===== src/rtl/down_counter_timer.sv =====
// down_counter_timer: loadable down counter / interval timer.
// Counts a loaded value down to expiry in one-shot or auto-reload mode and
// raises a one-cycle terminal-count pulse (tc) on every expiry.
module down_counter_timer #(
    parameter int WIDTH = 4
) (
    input  logic             clk,
    input  logic             clear_n,
    input  logic             load,
    input  logic [WIDTH-1:0] load_value,
    input  logic             mode,
    input  logic             enable,
    output logic [WIDTH-1:0] count,
    output logic             busy,
    output logic             tc
);

    typedef enum logic [1:0] {
        IDLE    = 2'd0,
        RUN     = 2'd1,
        EXPIRED = 2'd2
    } state_t;

    localparam logic [WIDTH-1:0] ONE = WIDTH'(1);

    state_t           state,      state_next;
    logic [WIDTH-1:0] count_next;
    logic [WIDTH-1:0] reload_reg, reload_next;
    logic             mode_reg,   mode_next;
    logic             tc_next;
    logic             busy_next;

    // Next-state and next-output logic: load has priority, then counting in RUN.
    always_comb begin
        // NOTE: every signal gets a default first so no path leaves it
        // unassigned; a missing default here would infer a latch.
        state_next  = state;
        count_next  = count;
        reload_next = reload_reg;
        mode_next   = mode_reg;
        tc_next     = 1'b0;

        if (load) begin
            reload_next = load_value;
            mode_next   = mode;
            count_next  = load_value;
            // A zero load means "do not run": park in IDLE.
            state_next  = (load_value != '0) ? RUN : IDLE;
        end else begin
            case (state)
                RUN: begin
                    if (enable) begin
                        if (count == ONE) begin
                            tc_next = 1'b1;
                            if (mode_reg) begin
                                // Auto-reload: period is exactly reload_reg cycles.
                                count_next = reload_reg;
                            end else begin
                                count_next = '0;
                                state_next = EXPIRED;
                            end
                        end else begin
                            count_next = count - ONE;
                        end
                    end
                end
                // IDLE and EXPIRED hold everything; only load leaves them.
                default: ;
            endcase
        end

        // busy is registered, so it is computed from the state being entered.
        busy_next = (state_next == RUN);
    end

    // State and output registers with asynchronous active-low clear.
    always_ff @(posedge clk or negedge clear_n) begin
        if (!clear_n) begin
            state      <= IDLE;
            count      <= '0;
            reload_reg <= '0;
            mode_reg   <= 1'b0;
            busy       <= 1'b0;
            tc         <= 1'b0;
        end else begin
            // NOTE: non-blocking assignments make every register update from
            // pre-edge values, matching real flip-flop behaviour.
            state      <= state_next;
            count      <= count_next;
            reload_reg <= reload_next;
            mode_reg   <= mode_next;
            busy       <= busy_next;
            tc         <= tc_next;
        end
    end

endmodule


===== config.mk =====
export PLATFORM = sky130hd
export DESIGN_NAME = down_counter_timer
export DESIGN_NICKNAME = d
export VERILOG_FILES = /design/src/rtl/down_counter_timer.sv
export SDC_FILE = /design/constraint.sdc
export NUM_CORES = 1
export LEC_CHECK = 0
export ABC_AREA = 1
export CAP_MARGIN = 30
export CORE_MARGIN = 2
export CORE_UTILIZATION = 48
export DETAILED_ROUTE_END_ITERATION = 7
export GPL_TIMING_DRIVEN = 0
export PLACE_DENSITY = 0.74
export SLEW_MARGIN = 20
export SYNTH_ARGS = -nofsm -noshare
export SYNTH_HDL_FRONTEND = slang
export SYNTH_SLANG_ARGS = --single-unit
export TNS_END_PERCENT = 50

===== constraint.sdc =====
create_clock -name clk -period 1.72 [get_ports clk]
set_clock_uncertainty 0.15 [all_clocks]
set_input_delay 0.43 -clock clk [delete_from_list [all_inputs] [get_ports clk]]
set_output_delay 0.43 -clock clk [all_outputs]
set_load 0.02 [all_outputs]

==> flow_summary.toml, run 1 <==
[cts]
numCtsBuffers = 3
clockBufferDepth = 2
root_buffer = "clkbuf_4"
cts_tree = "yes"
cts.clk_slew.worst_paths_ns = 0.08
h-tree-depth = 1
numClockSinks = 13
insertion_delay_ns = 0.28
cts_hold_buf = 0
cts_setup_buffers = 0

[sta]
final_hold_viol_count = 0
drv_slew = 0
fmaxAchievable_mhz = 602
fin_crit_ns = 1.66
rsz0062_at_grt = "false"
slew_headroom_pct = 61.8
worst_slew_pin_slew_ns = 0.571
finalCritPeriodShare_pct = 96.6
setup_violations = 0

[layout]
fillers = 133
n_antenna_cell = 0
stdcell_count = 124
drive_gt1_share_pct = 12.0
nets = 120
area_growth_pct = 23.4

[setup_path]
cp-start-kind = "flop"
critPathSlowestCell = "dfrtp_1"
worstReg2RegStart = "count[1]$_DFFE_PN0P_"
worstPathRequired_ns = 1.14
timing_worst_setup_path_type = "flop to primary output"
crit_path_end_kind = "primary output"
max_stage_delay_ns = 0.45
cp_cell_sequence = "dlygate4sd2_1"
crit_buf_inv = 1
crit_start = "count[3]$_DFFE_PN0P_"
critPathTopFamily = "flip-flops"
cp.arrival_ns = 1.08
crit_fanout = 5

[power_and_ir_drop]
vdd_ir_drop_max_mv = 0.628
power_mw = 0.816
pwr_density_cell_nw_per_um2 = 911
p_leak_nw = 0.452

[place]
place.gp.congestion = 0.847
dp_hpwl_mm = 1.11
portBuffers = 13
dp.cells = 120

[global_routing]
grt_max_degree = 14
track_usage_pct = 18.1
grt.overflow.total = 0
grt_pass1_vias = 589
grt_pass1_wl_mm = 2.47
antenna_found_initial = 0

[drt]
ant_nets = 0
dr.first_iter.drc_count = 17
viasPerCell = 4.96
wirelength_mm = 1.42
firstDrtPassIters = 4
wl_per_cell_um = 11.5
vias = 615
post-route-drc-count = 0

[worst_hold_path]
hp-class = "input pin to flop"
hp-start = "load"

[floorplanning]
die_area_sq_um = 1840
start_util_pct = 49.9
die_h_um = 42.9
core_area_sq_um = 1450
num_rows = 14
ios = 15
die_width_um = 42.9

[synth]
synthCells = 91
yosysWarnings = 0
syn-mean-instance-area_sq_um = 7.97
synth_nets = 102
ys_seq_elements = 13
yosysUniqueCellTypes = 21
syn_area_sq_um = 726
yosysSeqAreaShare_pct = 44.8

[run]
cap_violations = 0

[outcome]
outcome = "finished clean"
==> worst paths after layout <==
path                                             endpoint  slack [ns]  depth (start not counted)
worst min-delay path                 mode_reg$_DFFE_PN0P_        0.25                          2
worst max register to register         state[0]$_DFF_PN0_        0.24                          5
worst min register to register  reload_reg[1]$_DFFE_PN0P_        0.32                          2
worst max-delay path                             count[3]        0.06                          1
max in group asynchronous            count[2]$_DFFE_PN0P_        0.65                          1
min in group asynchronous                  busy$_DFF_PN0_        0.36                          1
==> per-stage QoR <==
step	instance area (sq um)	hold WS, ns	setup TNS, ns	setup slack, ns	utilization (%)
floorplan	726	-0.0156	0	0.298	-
global placement	876	0.299	-0.131	-0.0624	60.2
global route	896	0.281	0	0.0256	61.6
CTS	895	0.247	0	0.0288	61.5
finish	896	0.250	0	0.0587	61.6
detailed placement	876	0.305	-0.187	-0.103	60.2
==> cells by family after synthesis <==
kind of cell / share of synthesized area [%]
AOI/OAI and AO/OA: 7.07
DFF: 44.8
buffers and inverters: 10.2
and+or+nand+nor: 34.5
adders and majority gates: 3.45
==> timing repair <==
item / in CTS / in global routing
resized for setup: 6 / 1
setup endpoints to repair: 6 / 1
hold endpoints to repair: 0 / 0
==> layer usage <==
metal / routed length, um / share of wire (%) / vias to the layer above / global-route usage, %
met3: 66 / 4.6 / 4 / 2.55
met1: 676 / 47 / 274 / 24.9
met5: 0 / 0 / - / 0
met4: 33 / 2.3 / 0 / 9.38
li1: - / - / 320 / -
met2: 648 / 46 / 17 / 27.3
==> layout make-up <==
cell class                 count  area (sq um)  share of cell area, %
inverter                      10          42.5                   4.75
buffer                         2          31.3                   3.49
tap                           16          20.0                   2.23
multi-input combinational     66           327                   36.5
timing repair buffer          13           123                   13.7
clock buffer                   4          26.3                   2.93
sequential                    13           327                   36.5
==> cells in the final DEF (no fill, tap or decap), drive strengths merged <==
cell type and instances:
a21boi 1, a21oi 4, buf 2, clkbuf 4
clkdlybuf4s50 7, dfrtp 13, dlygate4sd2 6, ha 2
inv 10, nand2 29, nand3 6, nand3b 1
nand4 3, nor2 15, nor3 1, o21ai 4
==> Yosys cell counts <==
| cell | count | area [sq um] |
|---|---|---|
| o21ai_1 | 2 | 10.0 |
| nor3_1 | 1 | 5.00 |
| ha_1 | 2 | 25.0 |
| nor2_1 | 14 | 52.6 |
| inv_6 | 1 | 8.76 |
| o21ai_2 | 1 | 8.76 |
| nand4_1 | 2 | 12.5 |
| nand4_2 | 1 | 12.5 |
| nand2_2 | 2 | 12.5 |
| dfrtp_1 | 13 | 325 |
| nand3_1 | 5 | 25.0 |
| nand3b_1 | 1 | 7.51 |
| nand3_2 | 1 | 10.0 |
| buf_6 | 1 | 11.3 |
| inv_1 | 9 | 33.8 |
| buf_12 | 1 | 20.0 |
| nand2_1 | 27 | 101 |
| a21oi_1 | 4 | 20.0 |
| nor2_4 | 1 | 11.3 |
| o21ai_0 | 1 | 5.00 |
| a21boi_0 | 1 | 7.51 |
==> report_power, final <==
| part | switching (mW) | internal (mW) | leakage (nW) |
|---|---|---|---|
| Combinational | 0.147 | 0.101 | 0.283 |
| Sequential | 0.0352 | 0.341 | 0.154 |
| Clock | 0.101 | 0.0900 | 0.0150 |
| Total | 0.284 | 0.532 | 0.452 |
Note: power is estimated with default switching activity, not from simulation.
==> inputs of run 2 (changes only) <==
Settings changed: RECOVER_POWER set to 50.
==> run 2 against run 1 <==
Clock power about the same. Sequential share of layout area unchanged. Utilization unchanged. Register-to-register slack about the same. Critical path depth unchanged. Total power decreased by 0.33%. Setup slack about the same. Sequential power about the same. First-iteration DRC count unchanged. Fmax about the same. Non-clock buffer count unchanged.
==> flow_summary.toml, run 2 (synthesis results as in run 1) <==
[outcome]
outcome = "finished clean"

[sta]
final_hold_viol_count = 0
fmaxAchievable_mhz = 602
drv_slew = 0
finalCritPeriodShare_pct = 96.6
rsz0062_at_grt = "false"
fin_crit_ns = 1.66
setup_violations = 0
worst_slew_pin_slew_ns = 0.577
slew_headroom_pct = 61.4

[layout]
final_common_cell = "nand2_1"
fin_util_pct = 61.6
final_cell_mix = "27 x nand2_1, 14 x nor2_1, 12 x dfrtp_1, 9 x inv_1"
drive_gt1_share_pct = 12.0
design_area_sq_um = 896
area_growth_pct = 23.4
nets = 120
n_antenna_cell = 0

[drt]
post-route-drc-count = 0
wl_per_cell_um = 11.5
viasPerCell = 4.94
vias = 613
ant_nets = 0
dr.first_iter.drc_count = 17
wirelength_mm = 1.42
firstDrtPassIters = 4

[setup_path]
worstPathRequired_ns = 1.14
crit_buf_inv = 1
crit_fanout = 5
critPathTopFamily = "flip-flops"
timing_worst_setup_path_type = "flop to primary output"
cp.arrival_ns = 1.08
cp_cell_sequence = "dlygate4sd2_1"
crit_path_end_kind = "primary output"
cp-start-kind = "flop"
critPathSlowestCell = "dfrtp_1"
max_stage_delay_ns = 0.45

[global_routing]
grt_pass1_wl_mm = 2.47
grt_pass1_vias = 589
grt.overflow.total = 0
grt_max_degree = 14
antenna_found_initial = 0
track_usage_pct = 18.1

[floorplanning]
die_width_um = 42.9
core_area_sq_um = 1450
num_rows = 14
die_h_um = 42.9
ios = 15
start_util_pct = 49.9
die_area_sq_um = 1840

[power_and_ir_drop]
vdd_ir_drop_max_mv = 0.628
pwr_density_cell_nw_per_um2 = 908
p_leak_nw = 0.454

[run]
cap_violations = 0

[place]
placed_area_sq_um = 876
portBuffers = 13
dp_hpwl_mm = 1.11
place.gp.congestion = 0.847

[cts]
cts.clk_slew.worst_paths_ns = 0.08
clockBufferDepth = 2
numClockSinks = 13
root_buffer = "clkbuf_4"
numCtsBuffers = 3
cts_tree = "yes"
cts_setup_buffers = 0
cts_hold_buf = 0
h-tree-depth = 1
insertion_delay_ns = 0.28

[worst_hold_path]
hp-class = "input pin to flop"
-- run 2: layout make-up --
cell class	instances	area (sq um)
flip-flops and latches	13	327
fillers	133	558
plain buffers	2	31.3
clock buffers	4	26.3
well taps	16	20.0
repair buffers	13	123
multi-input cells	66	327
inverters	10	42.5
-- run 2: metrics by stage --
stage          setup TNS (ns)  setup WS [ns]  std cells  power [mW]  hold slack [ns]
6_report                    0         0.0587        124       0.814            0.250
5_1_grt                     0         0.0256        124       0.864            0.281
3_5_place_dp           -0.187         -0.103        120       0.648            0.305
3_3_place_gp           -0.131        -0.0624        120       0.640            0.299
2_1_floorplan               0          0.298         91       0.548          -0.0156
4_1_cts                     0         0.0288        124       0.819            0.247
-- run 2: report_power, final --
part / internal [mW] / total (mW) / leakage [nW] / switching (mW)
registers: 0.341 / 0.377 / 0.154 / 0.0352
logic: 0.0981 / 0.246 / 0.285 / 0.147
clock network: 0.0900 / 0.191 / 0.0150 / 0.101
-- run 2: worst paths after layout --
kind,startpoint,endpoint,slack [ns],cells past startpoint
min reg2reg,reload_reg[1]$_DFFE_PN0P_,reload_reg[1]$_DFFE_PN0P_,0.32,2
max in group asynchronous,clear_n,count[2]$_DFFE_PN0P_,0.58,1
min in group asynchronous,clear_n,busy$_DFF_PN0_,0.43,1
max,count[3]$_DFFE_PN0P_,count[3],0.06,1
max reg2reg,count[1]$_DFFE_PN0P_,state[0]$_DFF_PN0_,0.24,5
min,load,mode_reg$_DFFE_PN0P_,0.25,2
-- run 2: routing by layer --
metal  GRT usage [%]  share of wire [%]  vias to the layer above
met2            27.3                 45                       17
met4            9.38                2.3                        0
li1                -                  -                      320
met1            24.9                 47                      272
met3            2.55                4.9                        4
met5               0                  0                        -
-- run 2: repair_timing --
| action | 4_1_cts | 5_1_grt |
|---|---|---|
| gates resized for setup | 6 | 1 |
| cloned | 0 | 0 |
| endpoints found under the setup margin | 6 | 1 |
| endpoints found under the hold margin | 0 | 0 |
==> inputs of run 3 (changes only) <==
Settings changed: PLACE_DENSITY 0.74 to 0.87.
==> run 3 against run 2 <==
Non-clock buffer count unchanged. Register-to-register slack improved by 0.03 ns. Global-route usage shrank 2.3 points. Clock-buffer cell count stayed put. Clock power is essentially flat. Die area unchanged. Sequential power barely moved. First-iteration DRC count shrank 59%. Cell count stayed put.
==> flow_summary.toml, run 3 (synthesis results as in run 1) <==
[layout]
area_growth_pct = 23.4
final_common_cell = "nand2_1"
fillers = 143
drive_gt1_share_pct = 12.0
nets = 120
design_area_sq_um = 896
n_antenna_cell = 0
final_cell_mix = "27 x nand2_1, 14 x nor2_1, 12 x dfrtp_1, 9 x inv_1"

[place]
dp_slack_ns = -0.0831
dp_hpwl_mm = 1.02
placed_area_sq_um = 876
portBuffers = 13
place.gp.congestion = 0.792

[cts]
numClockSinks = 13
cts.clk_slew.worst_paths_ns = 0.08
clockBufferDepth = 2
cts_tree = "yes"
numCtsBuffers = 3
insertion_delay_ns = 0.28
cts_setup_buffers = 0
h-tree-depth = 1
cts_hold_buf = 0
root_buffer = "clkbuf_4"

[sta]
postLayoutSetupSlackWorst_ns = 0.0555
finalCritPeriodShare_pct = 96.8
rsz0062_at_grt = "false"
slew_headroom_pct = 61.3
worst_slew_pin_slew_ns = 0.579
setup_violations = 0
fin_crit_ns = 1.66
drv_slew = 0
fmaxAchievable_mhz = 601
final_hold_viol_count = 0

[run]
cap_violations = 0

[floorplanning]
die_area_sq_um = 1840
core_area_sq_um = 1450
die_width_um = 42.9
start_util_pct = 49.9
ios = 15
num_rows = 14
die_h_um = 42.9

[setup_path]
critPathSlowestCell = "dfrtp_1"
crit_buf_inv = 1
worstPathRequired_ns = 1.14
cp.arrival_ns = 1.08
crit_path_end_kind = "primary output"
cp.depth = 1
cp_cell_sequence = "dlygate4sd2_1"
timing_worst_setup_path_type = "flop to primary output"
crit_fanout = 5
cp-start-kind = "flop"
r2r.worst_path.cells = 6
critPathTopFamily = "flip-flops"
max_stage_delay_ns = 0.45

[global_routing]
grt_max_degree = 14
antenna_found_initial = 0
grt.overflow.total = 0
grt_pass1_wl_mm = 2.15
track_usage_pct = 15.7
grt_pass1_vias = 516

[power_and_ir_drop]
power_mw = 0.806
pwr_density_cell_nw_per_um2 = 900
p_leak_nw = 0.454
vdd_ir_drop_max_mv = 0.684

[drt]
highest_layer = "met4"
wirelength_mm = 1.24
vias = 611
dr.first_iter.drc_count = 7
met3_length_um = 56
viasPerCell = 4.93
ant_nets = 0
wl_met1_um = 577
firstDrtPassIters = 4
routed-wl-met2_um = 582
post-route-drc-count = 0
wl_per_cell_um = 10.0

[outcome]
outcome = "finished clean"

[worst_hold_path]
hp-class = "input pin to flop"
whs_path_depth = 2
run 3: cell counts in the layout (fill, tap and decap cells not counted):
No cell type changed its count.
run 3: final timing paths:
kind / start / end / slack (ns)
max: count[3]$_DFFE_PN0P_ / count[3] / 0.06
min: load / mode_reg$_DFFE_PN0P_ / 0.25
max reg2reg: count[1]$_DFFE_PN0P_ / count[3]$_DFFE_PN0P_ / 0.27
min reg2reg: reload_reg[0]$_DFFE_PN0P_ / reload_reg[0]$_DFFE_PN0P_ / 0.33
max in group asynchronous: clear_n / count[2]$_DFFE_PN0P_ / 0.58
min in group asynchronous: clear_n / busy$_DFF_PN0_ / 0.43
run 3: what timing repair did:
action / in CTS / in global routing
gates resized for setup: 6 / 1
setup endpoints to repair: 6 / 1
endpoints found under the hold margin: 0 / 0
run 3: where the power goes:
group | switching (mW) | total (mW) | internal, mW
Clock | 0.0979 | 0.188 | 0.0901
Combinational | 0.143 | 0.241 | 0.0980
Sequential | 0.0357 | 0.377 | 0.342
run 3: metal layers:
| layer | vias up | track usage, % |
|---|---|---|
| met4 | 0 | 7.50 |
| met3 | 2 | 2.55 |
| met2 | 20 | 26.1 |
| met5 | - | 0 |
| li1 | 331 | - |
| met1 | 258 | 19.8 |
run 3: final cells by class:
| class | count | area, sq um | area share [%] |
|---|---|---|---|
| Multi-Input combinational cell | 66 | 327 | 36.5 |
| Buffer | 2 | 31.3 | 3.49 |
| Inverter | 10 | 42.5 | 4.75 |
| Clock buffer | 4 | 26.3 | 2.93 |
| Sequential cell | 13 | 327 | 36.5 |
| Tap cell | 16 | 20.0 | 2.23 |
| Timing Repair Buffer | 13 | 123 | 13.7 |
run 3: stage by stage:
step / util (%) / cells / setup TNS (ns) / hold slack, ns
2_1_floorplan: - / 91 / 0 / -0.0156
3_5_place_dp: 60.2 / 120 / -0.147 / 0.310
5_1_grt: 61.6 / 124 / 0 / 0.272
6_report: 61.6 / 124 / 0 / 0.251
3_3_place_gp: 60.2 / 120 / -0.104 / 0.299
4_1_cts: 61.5 / 124 / 0 / 0.249
==> variant (settings of run 3) <==
Set the parameter `WIDTH` to 5 (it was 4).
--- a/src/rtl/down_counter_timer.sv
+++ b/src/rtl/down_counter_timer.sv
@@ -3,5 +3,5 @@
 // raises a one-cycle terminal-count pulse (tc) on every expiry.
 module down_counter_timer #(
-    parameter int WIDTH = 4
+    parameter int WIDTH = 5
 ) (
     input  logic             clk,
Ports: changed (resized count and load_value); port bits go from 15 to 17. No check against the original RTL was run, so the function may have changed too.
==> variant against run 3 <==
Cell count grew 16%; area after synthesis up 15%; maximum frequency about the same; worst setup slack better by 0.0015 ns; power increased by 14%; sequential cell count is 2 higher; wire length up 35%; synthesized cell count increased by 18%; final area increased by 16%; largest cell class is now multi-input combinational cells.
==> variant: results (changes against run 3) <==
The flow ran to the end, and the final reports show no timing, DRC or antenna violations. The leakage power summed over all cells was 0.5365 nW (was 0.4538 nW); the proportion of layout cells with a drive suffix above 1 was 12.60% (was 12.04%). The cell count after synthesis is 107 (was 91), and the worst reg-to-reg path cell count is 8 (was 6).

The via count of the first global-routing pass is 672 (was 516). Cell with the biggest individual delay on the critical path: dfrtp_2 (was dfrtp_1). The routing usage on met1 is 24.37% (was 19.78%). The run gives 755 (was 611) as the vias after detailed routing.

The post-route minimum period was 1.663 ns (was 1.665 ns). Top cells by instance count after synthesis: 28 x nand2_1, 15 x dfrtp_1, 15 x inv_1, 14 x nor2_1, 9 x nand3_1 (was 27 x nand2_1, 14 x nor2_1, 13 x dfrtp_1, 9 x inv_1, 5 x nand3_1). Pin count of the biggest net entering global routing: 16 (was 14). The sequential fraction of the synthesis area was 45.05% (was 44.83%). The violation count after the first detailed-routing iteration was 25 (was 7); the register-to-register path setup slack was 0.12 ns (was 0.27 ns). The run gives 1.286 mm (was 1.016 mm) as the detailed placement HPWL.

The tools report the critical path launch point as count[2]$_DFFE_PN0P_ (was count[3]$_DFFE_PN0P_). The end point of the worst hold path was reload_reg[1]$_DFFE_PN0P_ (was mode_reg$_DFFE_PN0P_). The tools report the internal power contribution as 585.1 uW (was 529.7 uW). The average wire per cell in the routed design is 11.68 um (was 10.02 um).

The worst min-delay path category was flip-flop to flip-flop (was input port to flip-flop). The global routing met3 resource utilization was 2.381% (was 2.553%). The met2 track demand over resource came out at 30.99% (was 26.06%).

For the pre-CTS worst setup slack, the log shows -0.08666 ns (was -0.08310 ns). Synthesized-area fraction occupied by ao, oa, aoi and oai cells: 8.108% (was 7.069%). Beginning of the worst hold path: reload_reg[1]$_DFFE_PN0P_ (was load).

Clock-pin slew on the worst setup and hold paths: 0.10 ns (was 0.08 ns). For the final cell count without fillers, the log shows 144 (was 124). Worst flop-to-flop path endpoint: count[1]$_DFFE_PN0P_ (was count[3]$_DFFE_PN0P_). The count of buffers inserted at the top-level ports was 16 (was 13).

The logs give 53.95% (was 61.29%) for the worst slew margin relative to its limit and 2.849 mm (was 2.145 mm) for the global-route wire length before repair.
## variant: cell types whose count changed in the layout (fill, tap and decap cells not counted), moves of 2 or more
cell             before  now
a21oi_1               4    1
clkdlybuf4s50_1       1    7
dfrtp_1              12   14
dlygate4sd3_1         6    2
inv_1                 9   15
inv_2                 0    2
nand3_1               5    9
o21ai_0               1    4
o21ai_1               2    4
## variant: layout make-up
cell class	instances	area share (%)
inverter	18	6.763
tap	17	2.053
sequential	15	36.35
timing repair buffer	16	14.73
buffer	1	0.7246
clock buffer	3	2.174
multi-input combinational	73	36.72
clock inverter	1	0.4831
## variant: layer usage
| metal | part of all wire [%] | wire [um] |
|---|---|---|
| met5 | 0 | 0 |
| met4 | 2.3 | 38 |
| met3 | 5.4 | 91 |
| met2 | 49 | 825 |
| met1 | 43 | 726 |
## variant: timing repair
item	CTS	global route
buffers inserted	0	0
gates resized for setup	7	2
hold endpoints to repair	0	0
pin swaps	0	0
setup endpoints to repair	7	2
